===== src/rtl/seq_pattern_gen_if.sv =====
// seq_pattern_gen_if: request/serial-output bundle for seq_pattern_gen.
// master = requester (drives start/pattern/len/rep/abort/ready),
// slave  = the pattern generator.
interface seq_pattern_gen_if #(
   parameter int PAT_W = 8,
   parameter int LEN_W = 4,
   parameter int REP_W = 4
);
   logic             start;
   logic [PAT_W-1:0] pattern;
   logic [LEN_W-1:0] len;
   logic [REP_W-1:0] rep;
   logic             abort;
   logic             ready;
   logic             out_bit;
   logic             out_valid;
   logic             busy;
   logic             done;

   modport master (
      output start, pattern, len, rep, abort, ready,
      input  out_bit, out_valid, busy, done
   );

   modport slave (
      input  start, pattern, len, rep, abort, ready,
      output out_bit, out_valid, busy, done
   );
endinterface


===== src/rtl/seq_pattern_gen.sv =====
// seq_pattern_gen: serialises a captured pattern MSB-first, (rep+1) passes,
// with a valid/ready handshake on the serial output.
// Optional feature macro: SEQ_PATTERN_GEN_GAP_EN inserts a one-cycle idle
// gap (busy high, out_valid low) between consecutive passes.
//
// state | meaning
// IDLE  | waiting for start; outputs low
// SHIFT | presenting pat_q[idx_q]; advances on out_valid & ready
// GAP   | one dead cycle between passes (only with SEQ_PATTERN_GEN_GAP_EN)
// DONE  | one-cycle done pulse, then back to IDLE
module seq_pattern_gen #(
   parameter int PAT_W = 8,
   parameter int LEN_W = 4,
   parameter int REP_W = 4
) (
   input  logic              clk,
   input  logic              reset,
   seq_pattern_gen_if.slave  bus
);
   localparam int IDX_W = (PAT_W > 1) ? $clog2(PAT_W) : 1;

   typedef enum logic [1:0] {
      S_IDLE  = 2'd0,
      S_SHIFT = 2'd1,
`ifdef SEQ_PATTERN_GEN_GAP_EN
      S_GAP   = 2'd2,
`endif
      S_DONE  = 2'd3
   } state_t;

   state_t           state_q, state_d;
   logic [PAT_W-1:0] pat_q, pat_d;
   logic [IDX_W-1:0] last_q, last_d;
   logic [IDX_W-1:0] idx_q, idx_d;
   logic [REP_W-1:0] rep_q, rep_d;
   logic [IDX_W-1:0] eff_last;

   // Highest bit index of the window; len of 0 or above PAT_W means full width.
   always_comb begin
      if (bus.len == '0 || {1'b0, bus.len} > (LEN_W+1)'(PAT_W))
         eff_last = IDX_W'(PAT_W - 1);
      else
         eff_last = IDX_W'(bus.len - 1'b1);
   end

   // State and capture registers; reset drops everything back to IDLE at once.
   always_ff @(posedge clk or negedge reset) begin
      if (!reset) begin
         state_q <= S_IDLE;
         pat_q   <= '0;
         last_q  <= '0;
         idx_q   <= '0;
         rep_q   <= '0;
      end else begin
         state_q <= state_d;
         pat_q   <= pat_d;
         last_q  <= last_d;
         idx_q   <= idx_d;
         rep_q   <= rep_d;
      end
   end

   // Next-state logic; abort outranks the handshake in active states.
   always_comb begin
      state_d = state_q;
      pat_d   = pat_q;
      last_d  = last_q;
      idx_d   = idx_q;
      rep_d   = rep_q;
      case (state_q)
         S_IDLE: begin
            if (bus.start) begin
               pat_d   = bus.pattern;
               last_d  = eff_last;
               idx_d   = eff_last;
               rep_d   = bus.rep;
               state_d = S_SHIFT;
            end
         end
         S_SHIFT: begin
            if (bus.abort) begin
               state_d = S_IDLE;
            end else if (bus.ready) begin
               if (idx_q != '0) begin
                  idx_d = idx_q - 1'b1;
               end else if (rep_q != '0) begin
                  rep_d = rep_q - 1'b1;
                  idx_d = last_q;
`ifdef SEQ_PATTERN_GEN_GAP_EN
                  state_d = S_GAP;
`else
                  state_d = S_SHIFT;
`endif
               end else begin
                  state_d = S_DONE;
               end
            end
         end
`ifdef SEQ_PATTERN_GEN_GAP_EN
         S_GAP: begin
            if (bus.abort)
               state_d = S_IDLE;
            else
               state_d = S_SHIFT;
         end
`endif
         S_DONE: begin
            state_d = S_IDLE;
         end
         default: begin
            state_d = S_IDLE;
         end
      endcase
   end

   assign bus.out_valid = (state_q == S_SHIFT);
   assign bus.out_bit   = (state_q == S_SHIFT) & pat_q[idx_q];
   assign bus.busy      = (state_q != S_IDLE);
   assign bus.done      = (state_q == S_DONE);

endmodule

===== src/flat_wrapper.sv =====
// flat-port wrapper written by rule: the top's interface ports become plain ports
module seq_pattern_gen_flat 
#(
   parameter int PAT_W = 8,
   parameter int LEN_W = 4,
   parameter int REP_W = 4
)
  (clk, reset, bus_start, bus_pattern, bus_len, bus_rep, bus_abort, bus_ready, bus_out_bit, bus_out_valid, bus_busy, bus_done);
  seq_pattern_gen_if #(.PAT_W(PAT_W), .LEN_W(LEN_W), .REP_W(REP_W)) bus_i ();
  input  logic clk;
  input  logic reset;
  input wire logic [$bits(bus_i.start)-1:0] bus_start;
  input wire logic [$bits(bus_i.pattern)-1:0] bus_pattern;
  input wire logic [$bits(bus_i.len)-1:0] bus_len;
  input wire logic [$bits(bus_i.rep)-1:0] bus_rep;
  input wire logic [$bits(bus_i.abort)-1:0] bus_abort;
  input wire logic [$bits(bus_i.ready)-1:0] bus_ready;
  output wire logic [$bits(bus_i.out_bit)-1:0] bus_out_bit;
  output wire logic [$bits(bus_i.out_valid)-1:0] bus_out_valid;
  output wire logic [$bits(bus_i.busy)-1:0] bus_busy;
  output wire logic [$bits(bus_i.done)-1:0] bus_done;
  assign bus_i.start = bus_start;
  assign bus_i.pattern = bus_pattern;
  assign bus_i.len = bus_len;
  assign bus_i.rep = bus_rep;
  assign bus_i.abort = bus_abort;
  assign bus_i.ready = bus_ready;
  assign bus_out_bit = bus_i.out_bit;
  assign bus_out_valid = bus_i.out_valid;
  assign bus_busy = bus_i.busy;
  assign bus_done = bus_i.done;
  seq_pattern_gen #(.PAT_W(PAT_W), .LEN_W(LEN_W), .REP_W(REP_W)) u_core (.clk(clk), .reset(reset), .bus(bus_i));
endmodule

===== config.mk =====
export PLATFORM = sky130hd
export DESIGN_NAME = seq_pattern_gen_flat
export DESIGN_NICKNAME = d
export VERILOG_FILES = /design/src/rtl/seq_pattern_gen_if.sv /design/src/rtl/seq_pattern_gen.sv /design/src/flat_wrapper.sv
export SDC_FILE = /design/constraint.sdc
export NUM_CORES = 1
export LEC_CHECK = 0
export BUFFER_PORTS_ARGS = -buffer_cell sky130_fd_sc_hd__buf_2
export CAP_MARGIN = 20
export CORE_MARGIN = 2
export CORE_UTILIZATION = 30
export DETAILED_ROUTE_END_ITERATION = 8
export SYNTH_ARGS = -nofsm -noshare
export SYNTH_HDL_FRONTEND = slang
export SYNTH_SLANG_ARGS = --single-unit

===== constraint.sdc =====
create_clock -name clk -period 1.8 [get_ports clk]
set_input_delay 0.09 -clock clk [delete_from_list [all_inputs] [get_ports clk]]
set_output_delay 0.09 -clock clk [all_outputs]
set_load 0.005 [all_outputs]

==> flow_summary.toml <==
[status]
status = "finished, final reports clean"

[die]
coreArea_um2 = 3940
start_util = 0.308
dieArea_um2 = 4570
die_w_um = 67.6
die_y_um = 67.6
io_pins = 25
row_count = 23

[timing]
hold_viol = 0
hold_ws_ns = 0.0199
relSlewSlack = 0.699
tightestPinTransition_ns = 0.452
setup_viol_count_final = 0
finalClockSkew_ns = 0.00444
fmax_ghz = 0.599
fin_crit_sh = 0.928
rsz0062_at_grt = "false"
drv_slew = 0
tns_ns = 0
period_minus_slack_ns = 1.67

[route]
wl_per_cell_um = 12.2
wl_um = 2540
viasPerCell = 4.72
route.detailed.drc = 0
drtIter0Drc = 27
ant_nets = 0
vias = 981
drtPass1Iterations = 4

[pwr]
p_per_area_nw_per_um2 = 987
total_power_mw = 1.45
leakagePower_nw = 0.710
ir_worst_vdd_mv = 0.515

[job]
cap_violations = 0

[logic_synthesis]
synth_seq_cells = 20
synth_xor_area_frac = 0.0144
yosys.area.top_type = "dfrtp_1"
synth_mux_area_frac = 0.0712
syn_inst = 130
synth-compound-area-share = 0.181
synthAdderAreaFrac = 0.0516
netlist-cell-type-count = 41
synth_warnings = 0
synthSimpleGateAreaFrac = 0.230
synthesis.area_um2 = 1210
synth-seq-area-share = 0.413
synth_fp_nets = 156
syn_avg_cell_area_um2 = 9.33
synth_area_leaders = "dfrtp_1, nand2_1, ha_1, mux4_2, a21oi_1"
yosysTopAreaCellShare = 0.413
synth_top_family_by_area = "simple AND/OR/NAND/NOR gates"

[setup_path]
cp-start-kind = "flip-flop"
path_max_fanout = 5
arrival_ns = 1.82
cp.required_ns = 1.95
end_kind = "flip-flop"
worstSetupPathType = "flip-flop to flip-flop"

[placement]
place_area_um2 = 1400
place_inst = 203
gp_congestion = 0.832
port-buffer-count = 24
post-dp-hpwl_um = 1910

[clocking]
cts.htree.levels = 1
clock_path_buffers = 2
clkTransAtPathRegs_ns = 0.07
cts_made_buffers = 3
insertion_delay_ns = 0.26
cts_tree = "built"
cts_sinks = 20
root_buffer = "clkbuf_8"

[global_routing]
grt_pass1_vias = 944
grt_first_pass_wirelength_um = 4240
antenna_found_initial = 0
grt_usage = 0.120
grt_overflow = 0
grt_max_degree = 21

[cells_and_area]
fillerInstances = 406
stdcell_count = 208
final_common_cell = "nand2_1"
areaGrowthSynthToFinish_pct = 21.2
drive_gt1_frac = 0.266
layout_common_cells = "nand2_1, buf_2, dfrtp_1, inv_1, nor2_1"
n_antenna_cell = 0
final_nets = 185
stdcell_area_um2 = 1470

[hold_path]
hold_class = "input port to flip-flop"
[where the power goes]
| part | switching (mW) | internal, mW |
|---|---|---|
| registers | 0.0924 | 0.547 |
| logic | 0.229 | 0.239 |
| clock network | 0.147 | 0.195 |
[Yosys cell counts (all sizes together)]
master,count
mux4,2
o22a,1
nor3b,3
buf,2
nor2,7
or3b,1
dfrtp,20
a2bb2oi,1
and2,1
nor2b,2
inv,9
o22ai,2
a21o,2
nor3,1
or2,1
mux2,1
a211oi,1
o211ai,1
o21a,2
nand2,30
nand3,3
ha,5
xnor2,1
o31ai,1
a22oi,1
a21oi,6
nor4,1
clkbuf,1
mux2i,3
nand2b,5
o31a,1
a31oi,3
a221o,1
o21ai,7
xor2,1
[cells by family after synthesis]
group | count (synthesis)
buffers and inverters | 12
AND/OR/NAND/NOR | 55
multiplexers | 6
adder cells (fa/ha/maj) | 5
AO/OA/AOI/OAI | 30
XOR/XNOR | 2
flip-flops | 20
[layer usage]
layer | share of wire | vias to the layer above | GRT usage
met4 | 0 | 0 | 0.00765
met5 | 0 | - | 0
met2 | 0.47 | 20 | 0.202
li1 | - | 502 | -
met1 | 0.49 | 459 | 0.161
met3 | 0.046 | 0 | 0.0333
[state kept, by name (all words and copies together) (netlist names)]
signal,cells
u_core.pat_q,8
u_core.rep_q,4
u_core.idx_q,3
u_core.last_q,3
u_core.state_q,2
[path summary, 6_finish.rpt]
kind,from,endpoint,slack (ns),cells past startpoint
max in group asynchronous,reset,u_core.state_q[1],1.16,2
hold / removal,bus_pattern[2],u_core.pat_q[2],0.02,3
hold reg to reg,u_core.pat_q[2],u_core.pat_q[2],0.47,2
setup reg to reg,u_core.idx_q[1],u_core.idx_q[0],0.13,6
setup / recovery,u_core.idx_q[1],u_core.idx_q[0],0.13,6
min in group asynchronous,reset,u_core.rep_q[3],0.30,2
[final cells by class]
type | instances | area [um2] | area share
tap | 50 | 62.6 | 0.0426
inverter | 9 | 33.8 | 0.0230
multi-input combinational | 98 | 671 | 0.457
clock buffer | 4 | 55.1 | 0.0375
sequential | 20 | 502 | 0.342
timing repair buffer | 27 | 145 | 0.0988
[through the flow]
step / setup slack (ns) / utilization
2_1_floorplan: 0.215 / -
3_3_place_gp: 0.117 / 0.354
3_5_place_dp: 0.0859 / 0.354
4_1_cts: 0.0788 / 0.371
5_1_grt: 0.00681 / 0.373
6_report: 0.129 / 0.373
[timing repair]
action / 4_1_cts / 5_1_grt
gates resized for setup: 0 / 2
setup buffers: 0 / 0
endpoints found under the setup margin: 0 / 2
hold endpoints to repair: 20 / 0
hold buffers: 1 / 0
[critical path, cell delays in order (launching register included)]
cell     delay [ns]
dfrtp_1        0.42
inv_1          0.09
ha_1           0.20
nor2b_1        0.33
o21a_1         0.17
o31ai_1        0.06
a221o_1        0.29
Note: power is estimated with default switching activity, not from simulation.
